File: config.mk
export PLATFORM = sky130hd
export DESIGN_NAME = cache_port_arbiter
export DESIGN_NICKNAME = d
export VERILOG_FILES = /design/src/rtl/cache_port_arbiter.sv
export SDC_FILE = /design/constraint.sdc
export NUM_CORES = 1
export LEC_CHECK = 0
export BUFFER_PORTS_ARGS = -buffer_cell sky130_fd_sc_hd__buf_2
export CELL_PAD_IN_SITES_DETAIL_PLACEMENT = 1
export CELL_PAD_IN_SITES_GLOBAL_PLACEMENT = 1
export CORE_UTILIZATION = 31
export DETAILED_ROUTE_END_ITERATION = 6
export PLACE_DENSITY_LB_ADDON = 0.1
export SETUP_SLACK_MARGIN = 0.05
export SLEW_MARGIN = 5
export SYNTH_ARGS = -nofsm -noshare
export SYNTH_HDL_FRONTEND = slang
export SYNTH_SLANG_ARGS = --single-unit
File: constraint.sdc
create_clock -name clk -period 5.2 [get_ports clk]
set_clock_uncertainty 0.05 [all_clocks]
set_input_delay 1.3 -clock clk [delete_from_list [all_inputs] [get_ports clk]]
set_output_delay 1.3 -clock clk [all_outputs]
set_load 0.005 [all_outputs]
File: src/rtl/cache_port_arbiter.sv
// Two-port round-robin arbiter in front of the single cache port: latches the
// winner's command, issues it for one cycle, waits for completion or timeout, returns it.
module cache_port_arbiter #(
    parameter int AW      = 32,
    parameter int DW      = 32,
    parameter int TIMEOUT = 64,
    parameter int CNT_W   = 16
) (
    input  logic             clk,
    input  logic             reset,
    input  logic             req0,
    input  logic             req1,
    input  logic             wr0,
    input  logic             wr1,
    input  logic [AW-1:0]    addr0,
    input  logic [AW-1:0]    addr1,
    input  logic [DW-1:0]    wdata0,
    input  logic [DW-1:0]    wdata1,
    output logic             gnt0,
    output logic             gnt1,
    output logic             done0,
    output logic             done1,
    output logic             err0,
    output logic             err1,
    output logic [DW-1:0]    rdata0,
    output logic [DW-1:0]    rdata1,
    output logic             c_req,
    output logic             c_write,
    output logic [AW-1:0]    c_addr,
    output logic [DW-1:0]    c_wdata,
    input  logic             c_done,
    input  logic             c_hit,
    input  logic [DW-1:0]    c_rdata,
    input  logic             clr_cnt,
    output logic [CNT_W-1:0] hit_cnt,
    output logic [CNT_W-1:0] miss_cnt
);

    localparam int TW = (TIMEOUT > 2) ? $clog2(TIMEOUT) : 1;
    localparam logic [TW-1:0] T_LAST = TW'(TIMEOUT - 1);

    typedef enum logic [1:0] {IDLE, ISSUE, WAIT, RESP} state_t;

    state_t          state;
    logic            owner;
    logic            last_grant;
    logic            to_flag;
    logic            hit_q;
    logic [DW-1:0]   rdata_q;
    logic [TW-1:0]   tcnt;
    logic            pick1;

    // Handshake: a requester holds reqN until gntN pulses; the grant cycle
    // is the only point where its wr/addr/wdata are sampled. doneN (with errN
    // on timeout) pulses once per granted request, rdataN valid only with it.
    always_comb begin
        pick1 = req1 & (~req0 | ~last_grant);
    end

    always_ff @(posedge clk or posedge reset) begin
        if (reset) begin
            state      <= IDLE;
            owner      <= 1'b0;
            last_grant <= 1'b1;
            to_flag    <= 1'b0;
            hit_q      <= 1'b0;
            rdata_q    <= '0;
            tcnt       <= '0;
            c_write    <= 1'b0;
            c_addr     <= '0;
            c_wdata    <= '0;
            hit_cnt    <= '0;
            miss_cnt   <= '0;
        end else begin
            case (state)
                IDLE: begin
                    if (req0 || req1) begin
                        owner   <= pick1;
                        c_write <= pick1 ? wr1 : wr0;
                        c_addr  <= pick1 ? addr1 : addr0;
                        c_wdata <= pick1 ? wdata1 : wdata0;
                        state   <= ISSUE;
                    end
                end
                ISSUE: begin
                    tcnt  <= '0;
                    state <= WAIT;
                end
                WAIT: begin
                    tcnt <= tcnt + 1'b1;
                    if (c_done) begin
                        rdata_q <= c_rdata;
                        hit_q   <= c_hit;
                        to_flag <= 1'b0;
                        state   <= RESP;
                    end else if (tcnt == T_LAST) begin
                        rdata_q <= '0;
                        hit_q   <= 1'b0;
                        to_flag <= 1'b1;
                        state   <= RESP;
                    end
                end
                RESP: begin
                    last_grant <= owner;
                    tcnt       <= '0;
                    state      <= IDLE;
                end
                default: state <= IDLE;
            endcase

            // Clear wins over a same-cycle increment; timeouts are not counted.
            if (clr_cnt) begin
                hit_cnt  <= '0;
                miss_cnt <= '0;
            end else if (state == RESP && !to_flag) begin
                if (hit_q && hit_cnt != '1)
                    hit_cnt <= hit_cnt + 1'b1;
                else if (!hit_q && miss_cnt != '1)
                    miss_cnt <= miss_cnt + 1'b1;
            end
        end
    end

    assign c_req  = (state == ISSUE);
    assign gnt0   = (state == ISSUE) && !owner;
    assign gnt1   = (state == ISSUE) &&  owner;
    assign done0  = (state == RESP)  && !owner;
    assign done1  = (state == RESP)  &&  owner;
    assign err0   = done0 && to_flag;
    assign err1   = done1 && to_flag;
    assign rdata0 = done0 ? rdata_q : '0;
    assign rdata1 = done1 ? rdata_q : '0;

endmodule

==> results of run 1 <==
==> stage by stage <==
step	utilization [%]	hold slack, ns	instances	instance area [um^2]
detailed placement	40.6	0.417	1265	8940
floorplan	-	0.423	689	7010
finish	43.4	0.420	1299	9550
CTS	43.3	0.430	1297	9550
global route	43.4	0.445	1298	9550
global placement	40.6	0.407	1265	8940
==> layer usage <==
metal  up-vias  wire, um  track usage (%)
met5         -        17                0
met4         2       164             5.29
met3        11      1740             6.48
met2       197     10700             32.6
met1      3049      9430             23.9
li1       3120         -                -
==> how the worst max path moves through the flow <==
stage | slack, ns | start | cells after the start | endpoint
2_1_floorplan | 0.07 | reset | 1 | c_addr[0]
3_3_place_gp | 1.97 | state[0] | 5 | rdata0[31]
3_5_place_dp | 1.83 | state[0] | 5 | rdata0[28]
4_1_cts | 1.36 | state[0] | 5 | rdata0[28]
5_1_grt | 1.14 | state[0] | 5 | rdata0[24]
6_report | 1.37 | state[0] | 5 | rdata0[28]
==> cell families (layout without fill, tap and decap cells) <==
| logic type | Yosys count | after routing | share of synthesized area (%) |
|---|---|---|---|
| and+or+nand+nor | 245 | 245 | 19.2 |
| DFF | 141 | 141 | 50.3 |
| adders and majority gates | 8 | 8 | 1.43 |
| muxes | 74 | 74 | 10.7 |
| other | 0 | 2 | 0 |
| AOI/OAI and AO/OA | 160 | 160 | 14.2 |
| buffers and inverters | 57 | 385 | 3.64 |
| xor gates and xnor gates | 4 | 4 | 0.500 |
==> cell type report <==
| class | instances | area, um^2 |
|---|---|---|
| clock inverter | 13 | 153 |
| clock buffer | 19 | 453 |
| sequential | 141 | 3530 |
| antenna | 2 | 5.00 |
| timing repair buffer | 347 | 1780 |
| fill | 2623 | 12500 |
| inverter | 6 | 27.5 |
| multi-input combinational | 491 | 3260 |
| tap | 280 | 350 |
==> report_power, final <==
part | leakage [nW] | switching, mW | internal (mW)
sequential | 1.80 | 0.262 | 1.50
combinational | 2.96 | 0.853 | 0.707
clock | 0.288 | 0.511 | 0.742
total | 5.05 | 1.62 | 2.95
==> worst min-delay path, delay by kind of cell, from the launching register on <==
| family | cells | cell delay, ns |
|---|---|---|
| flip-flops | 1 | 0.33 |
| AO/OA/AOI/OAI | 1 | 0.06 |
| AND/OR/NAND/NOR | 1 | 0.04 |
==> registers in the layout, indices dropped and copies added (netlist names) <==
name and cells:
c_write 1, tcnt 6, c_addr 32, last_grant 1, hit_cnt 16, rdata_q 32
miss_cnt 16, c_wdata 32, state 2, hit_q 1, to_flag 1, owner 1
==> placed cells by master, fill, tap and decap left out, types with 5 or more instances in the layout <==
master and n:
inv_6 6, buf_2 336, dfrtp_1 140, inv_1 5
o21ai_0 74, and3_1 39, ha_1 8, o31ai_1 15
or4_1 17, nand3_1 17, and2_1 38, mux2_2 7
mux2i_1 66, a22o_1 34, nor2b_1 10, nand4_1 5
nand2_1 80, or3_1 8, a21oi_1 28, clkbuf_16 17
buf_4 10, nor2_1 13
==> results.json, run 1 <==
{
  "status": "complete, but fails checks",
  "violations": "design-rule violations",
  "synth_edf_count": 0,
  "num_vias": 6379,
  "rr_worst_depth": 6,
  "path_buf_inv": 2,
  "grt_pass1_wl_um": 35800,
  "hp-start": "c_addr[22]",
  "initial_core_util_pct": 31.8,
  "yosysTopAreaCellShare_pct": 49.9,
  "yosysTopAreaCell": "dfrtp_1",
  "rsz0062_at_grt": "false",
  "crit_family": "simple AND/OR/NAND/NOR gates",
  "cts_resized": 0,
  "critical-path-max-stage-delay_ns": 0.84,
  "cts_tree": "built",
  "clock_path_buffers": 2,
  "drtPass1Iterations": 6,
  "period_minus_slack_ns": 3.83,
  "drt_iter0_drc": 222,
  "netlist_instances": 689,
  "worstHoldEndpoint": "c_addr[22]",
  "synth_ff_type": "dfrtp_1",
  "endpoint_kind": "primary output",
  "drc": 32,
  "maxSlewViolCount": 0,
  "critical_path_class": "flip-flop to primary output",
  "max_cap_viol_count": 0,
  "avgViaCountPerCell": 4.91,
  "synthTopCellsByArea": "dfrtp_1 (50%), mux2i_1 (9.4%), o21ai_0 (5.3%), nand2_1 (4.3%), a22o_1 (4.2%)",
  "clk_latency_ns": 0.42,
  "crit_fanout": 18,
  "totalWireLength_um": 22100,
  "ctsRootBufferMaster": "clkbuf_16",
  "core_mm2": 0.0220,
  "crit_required_ns": 3.85,
  "pwr_density_cell_mw_per_mm2": 479,
  "yosysMostFrequentCell": "dfrtp_1",
  "cp-start-kind": "flip-flop",
  "gp_congestion": 0.750,
  "tightest_slew_ns": 1.07,
  "period_share_pct": 73.6,
  "avgSynthCellArea_um2": 10.2,
  "io_pins": 337,
  "synthTopCellsByCount": "dfrtp_1 (140), nand2_1 (80), o21ai_0 (74)",
  "cp_slowest_cell": "nor2b_1",
  "rrSetupSlack_ns": 2.59,
  "synth_seq_area_share_pct": 50.3,
  "max_freq_ghz": 0.261,
  "overflow": 0,
  "syn_to_final_growth_pct": 36.2,
  "track_usage_pct": 19.4,
  "grt_max_degree": 112,
  "setup_violations": 0,
  "synth_cell_types": 48,
  "setup_slack_ns": 1.37,
  "die_x_um": 152,
  "detail_route.wl_per_cell_um": 17.0,
  "leakagePower_nw": 5.05,
  "finish.net_count": 1181,
  "finalPower_mw": 4.58,
  "synthArstFlopShare_pct": 100,
  "place.detailed.hpwl_um": 16100,
  "post_cts_buffers": 0,
  "r2r-start": "state[0]",
  "relSlewSlack_pct": 28.3,
  "clk_pin_slew_ns": 0.06,
  "hold_viol_final": 0,
  "r2r-end": "miss_cnt[12]",
  "ys_seq_elements": 141,
  "yosys_warnings": 0,
  "netlist_area_mm2": 0.00701,
  "ant_nets": 0,
  "cts_hold_buffers": 0,
  "die-area_mm2": 0.0232,
  "synth_nets": 866,
  "path_cells": "ha_1 -> nor2b_1 -> buf_4 -> and2_1 -> buf_2",
  "cts_buffers": 17,
  "arrival_ns": 2.48,
  "std_cell_rows": 54,
  "final.setup.tns_ns": 0,
  "port_buffers": 336,
  "die_h_um": 152,
  "hp-class": "flip-flop to flip-flop",
  "grt_pass1_vias": 6454,
  "pre_cts_ws_ns": 1.83,
  "cts.sinks": 141,
  "antenna_found_initial": 2,
  "cts-htree-levels": 4,
  "drive_gt1_share_pct": 39.0,
  "ir_worst_vdd_mv": 0.229,
  "worstHoldPathCells": 2
}
Note: power is estimated with default switching activity, not from simulation.
==> run 2: changes to the inputs <==
==> constraint.sdc (replaced) <==
create_clock -name clk -period 3.5 [get_ports clk]
set_clock_uncertainty 0.05 [all_clocks]
set_input_delay 0.875 -clock clk [delete_from_list [all_inputs] [get_ports clk]]
set_output_delay 0.875 -clock clk [all_outputs]
set_load 0.005 [all_outputs]
==> results.json, run 2 (synthesized netlist as in run 1, its figures left out) <==
{
  "io_pins": 337,
  "std_cell_rows": 54,
  "crit_family": "flip-flops",
  "finish.net_count": 1183,
  "totalWireLength_um": 22900,
  "grt_max_degree": 111,
  "rrSetupSlack_ns": 1.19,
  "final.setup.tns_ns": 0,
  "ant_nets": 0,
  "period_share_pct": 77.7,
  "hp-class": "input pin to asynchronous set/reset pin",
  "status": "complete, but fails checks",
  "r2r-end": "miss_cnt[12]",
  "cts.sinks": 141,
  "die_h_um": 152,
  "cp-start-kind": "flip-flop",
  "port_buffers": 336,
  "r2r-start": "state[0]",
  "period_minus_slack_ns": 2.72,
  "avgViaCountPerCell": 4.95,
  "hold_viol_final": 0,
  "hold_ws_ns": 0.419,
  "path_cells": "ha_1 -> nor2b_1 -> buf_4 -> and2_1 -> buf_2",
  "num_vias": 6429,
  "drive_gt1_share_pct": 38.9,
  "relSlewSlack_pct": 53.3,
  "setup_violations": 0,
  "grt_pass1_vias": 6696,
  "overflow": 0,
  "grt_pass1_wl_um": 37100,
  "cts_hold_buffers": 0,
  "ir_worst_vdd_mv": 0.278,
  "crit_required_ns": 2.57,
  "drtPass1Iterations": 6,
  "clk_pin_slew_ns": 0.06,
  "core_mm2": 0.0220,
  "ctsRootBufferMaster": "clkbuf_16",
  "cts_buffers": 17,
  "cts-htree-levels": 4,
  "rsz0062_at_grt": "false",
  "antenna_found_initial": 2,
  "die-area_mm2": 0.0232,
  "max_freq_ghz": 0.368,
  "gp_congestion": 0.771,
  "drc": 14,
  "post_cts_buffers": 0,
  "place.detailed.hpwl_um": 17000,
  "tightest_slew_ns": 0.701,
  "endpoint_kind": "primary output",
  "detail_route.wl_per_cell_um": 17.6,
  "path_depth": 5,
  "pwr_density_cell_mw_per_mm2": 719,
  "arrival_ns": 1.79,
  "path_buf_inv": 2,
  "die_x_um": 152,
  "track_usage_pct": 20.2,
  "clk_latency_ns": 0.41,
  "top_regs": "c_addr: 32 flops, c_wdata: 32 flops, rdata_q: 32 flops",
  "cts_tree": "built",
  "clock_path_buffers": 2,
  "syn_to_final_growth_pct": 37.3,
  "cp_slowest_cell": "dfrtp_1",
  "leakagePower_nw": 5.09,
  "cts_resized": 0,
  "initial_core_util_pct": 31.8,
  "drt_iter0_drc": 227,
  "final_common_cell": "buf_2",
  "final_cell_mix": "buf_2 (336), dfrtp_1 (140), nand2_1 (80)",
  "rr_worst_depth": 6,
  "critical-path-max-stage-delay_ns": 0.40,
  "violations": "design-rule violations",
  "fin_util_pct": 43.7,
  "maxSlewViolCount": 0,
  "critical_path_class": "flip-flop to primary output",
  "max_cap_viol_count": 0,
  "crit_fanout": 32
}
## run 2: cell types whose count changed in the layout (fill, tap and decap cells not counted)
cell | before | now
clkinv_2 | 0 | 1
buf_4 | 10 | 9
clkbuf_1 | 0 | 2
clkinvlp_4 | 3 | 2
buf_12 | 1 | 4
bufinv_16 | 2 | 4
inv_6 | 6 | 1
clkbuf_8 | 2 | 3
clkinv_4 | 3 | 2
## run 2: cell type report
class | count | area (um^2)
Fill cell | 2602 | 12400
Sequential cell | 141 | 3530
Multi-Input combinational cell | 491 | 3260
Timing Repair Buffer | 349 | 1830
Clock buffer | 22 | 474
Tap cell | 280 | 350
Clock inverter | 9 | 159
Inverter | 6 | 26.3
Antenna cell | 2 | 5.00
## run 2: how the worst max path moves through the flow
stage	start	to	slack, ns
global route	state[0]	rdata0[27]	0.61
floorplan	reset	c_addr[0]	0.81
finish	state[0]	rdata0[27]	0.78
CTS	state[0]	rdata0[27]	0.74
global placement	req1	c_addr[12]	1.04
detailed placement	req1	c_addr[12]	1.0
## run 2: through the flow
stage	total power, mW	instances	worst slack [ns]	area (um^2)
after CTS	7.06	1298	0.741	9630
final	6.93	1300	0.781	9630
after global routing	7.46	1300	0.613	9630
after floorplan	3.91	689	0.813	7020
after detailed placement	5.04	1267	0.997	8990
after global placement	4.99	1267	1.04	8990
## run 2: report_power, final
part           total (mW)  leakage, nW  switching, mW  internal (mW)
sequential           2.63         1.80          0.390           2.24
clock                1.97        0.307          0.716           1.25
combinational        2.33         2.98           1.26           1.07
## run 2: per-layer routing
layer,vias to the layer above,share of wire (%),track usage (%)
li1,3131,-,-
met1,3083,41,23.6
met2,204,50,34.8
met3,11,8.3,7.62
met4,0,0.83,4.95
met5,-,0,0
==> run 3: changes to the inputs <==
--- a/config.mk
+++ b/config.mk
@@ -5,10 +5,11 @@
 export SDC_FILE = /design/constraint.sdc
 export NUM_CORES = 1
 export LEC_CHECK = 0
+export ABC_AREA = 1
 export BUFFER_PORTS_ARGS = -buffer_cell sky130_fd_sc_hd__buf_2
 export CELL_PAD_IN_SITES_DETAIL_PLACEMENT = 1
 export CELL_PAD_IN_SITES_GLOBAL_PLACEMENT = 1
-export CORE_UTILIZATION = 31
+export CORE_UTILIZATION = 32
 export DETAILED_ROUTE_END_ITERATION = 6
 export PLACE_DENSITY_LB_ADDON = 0.1
 export SETUP_SLACK_MARGIN = 0.05
==> constraint.sdc (replaced) <==
create_clock -name clk -period 2.7 [get_ports clk]
set_clock_uncertainty 0.05 [all_clocks]
set_input_delay 0.675 -clock clk [delete_from_list [all_inputs] [get_ports clk]]
set_output_delay 0.675 -clock clk [all_outputs]
set_load 0.005 [all_outputs]
==> results.json, run 3 <==
{
  "status": "complete, but fails checks",
  "violations": "design-rule violations",
  "avgSynthCellArea_um2": 7.39,
  "std_cell_rows": 54,
  "endpoint_kind": "primary output",
  "syn_to_final_growth_pct": 36.1,
  "final_common_cell": "buf_2",
  "synth_cell_types": 31,
  "grt_max_degree": 81,
  "yosysTopAreaCellShare_pct": 48.5,
  "drive_gt1_share_pct": 31.2,
  "synth_seq_area_share_pct": 48.9,
  "synth_nets": 1155,
  "ir_worst_vdd_mv": 0.402,
  "hp-class": "input pin to asynchronous set/reset pin",
  "pwr_density_cell_mw_per_mm2": 912,
  "die_h_um": 152,
  "io_pins": 337,
  "netlist_area_mm2": 0.00722,
  "drt_iter0_drc": 281,
  "drc": 26,
  "top_regs": "c_addr: 32 flops, c_wdata: 32 flops, rdata_q: 32 flops",
  "synthArstFlopShare_pct": 100,
  "yosysTopAreaCell": "dfrtp_1",
  "max_freq_ghz": 0.396,
  "cts_tree": "built",
  "synthTopCellsByCount": "nand2_1 (300), nor2_1 (171), dfrtp_1 (140)",
  "crit_fanout": 22,
  "period_minus_slack_ns": 2.52,
  "setup_violations": 0,
  "maxSlewViolCount": 0,
  "core_mm2": 0.0220,
  "place.detailed.hpwl_um": 18100,
  "fin_area_mm2": 0.00983,
  "critical_path_class": "flip-flop to primary output",
  "grt_pass1_wl_um": 40300,
  "relSlewSlack_pct": 34.6,
  "port_buffers": 336,
  "gp_congestion": 0.796,
  "clk_latency_ns": 0.42,
  "cts-htree-levels": 4,
  "final.setup.tns_ns": 0,
  "crit_required_ns": 1.98,
  "initial_core_util_pct": 32.9,
  "ant_nets": 0,
  "max_cap_viol_count": 0,
  "avgViaCountPerCell": 4.71,
  "drtPass1Iterations": 6,
  "clk_pin_slew_ns": 0.06,
  "overflow": 0,
  "tightest_slew_ns": 0.976,
  "detail_route.wl_per_cell_um": 15.6,
  "yosys_warnings": 0,
  "clock_path_buffers": 2,
  "track_usage_pct": 21.8,
  "leakagePower_nw": 5.36,
  "final_cell_mix": "buf_2 (336), nand2_1 (299), nor2_1 (170)",
  "register_area_mm2": 0.00353,
  "ctsRootBufferMaster": "clkbuf_16",
  "finish.net_count": 1481,
  "grt_pass1_vias": 7800,
  "die-area_mm2": 0.0232,
  "synthTopCellsByArea": "dfrtp_1 (49%), nand2_1 (16%), nor2_1 (8.9%), o21ai_0 (8.4%), inv_1 (3.6%)",
  "cp-start-kind": "flip-flop",
  "multi_input_area_mm2": 0.00321,
  "arrival_ns": 1.80,
  "hold_viol_final": 0,
  "rsz0062_at_grt": "false",
  "cts_hold_buffers": 0,
  "yosysMostFrequentCell": "nand2_1",
  "period_share_pct": 93.5,
  "totalWireLength_um": 25000,
  "synth_ff_type": "dfrtp_1",
  "antenna_found_initial": 8,
  "cts_buffers": 17,
  "cts.sinks": 141,
  "post_dp_cell_area_mm2": 0.00920,
  "ys_seq_elements": 141,
  "nFillCells": 2893,
  "netlist_instances": 978,
  "num_vias": 7561,
  "die_x_um": 152,
  "synth_edf_count": 0
}
-- run 3: metal layers --
layer,vias up,track usage (%),part of all wire [%]
met5,-,0,0
met3,31,7.05,7.4
li1,3751,-,-
met4,0,7.92,2.2
met2,218,38.2,50
met1,3561,24.6,41
-- run 3: final timing paths --
path | slack, ns | start | cells after the start | to
setup / recovery | 0.18 | state[1] | 7 | rdata0[16]
max in group asynchronous | 1.85 | reset | 3 | last_grant
hold reg to reg | 0.42 | hit_q | 2 | hit_q
hold / removal | 0.33 | reset | 3 | hit_cnt[5]
setup reg to reg | 0.48 | state[0] | 7 | rdata_q[7]
min in group clk | 0.41 | c_rdata[28] | 3 | rdata_q[28]
-- run 3: cell type report --
| cell class | count | share of cell area, % |
|---|---|---|
| flip-flops and latches | 141 | 35.9 |
| multi-input cells | 715 | 32.7 |
| repair buffers | 354 | 18.7 |
| clock buffers | 19 | 4.61 |
| well taps | 280 | 3.56 |
| inverters | 75 | 2.90 |
| clock inverters | 12 | 1.40 |
| diodes | 8 | 0.204 |
-- run 3: repair_timing --
item | 4_1_cts | 5_1_grt
gates resized for setup | 1 | 1
setup endpoints to repair | 2 | 22
buffers inserted | 0 | 2
-- run 3: cell families after synthesis --
family	Yosys count	share of synthesized area, %
buffers and inverters	122	6.89
AOI/OAI and AO/OA	152	10.8
adders and majority gates	8	1.39
DFF	141	48.9
xor gates and xnor gates	7	0.849
and+or+nand+nor	548	31.2
-- run 3: worst max-delay path, stage by stage (launching register included) --
cell	delay [ns]
dfrtp_1	0.40
ha_2	0.24
inv_2	0.07
nor2_2	0.13
inv_1	0.08
buf_4	0.21
nor2_1	0.13
buf_2	0.13
-- run 3: power breakdown --
group / internal [mW] / switching, mW
combinational: 1.26 / 1.97
sequential: 2.92 / 0.445
clock: 1.41 / 0.965
total: 5.59 / 3.38
-- run 3: stage by stage --
stage	utilization (%)	setup WS, ns	instances	power, mW	hold slack, ns
2_1_floorplan	-	0.213	978	5.17	0.392
3_3_place_gp	41.9	0.515	1563	6.57	0.406
3_5_place_dp	41.9	0.492	1563	6.67	0.408
4_1_cts	44.6	0.111	1594	9.11	0.336
5_1_grt	44.8	0.0287	1602	9.70	0.343
6_report	44.8	0.177	1604	8.97	0.326
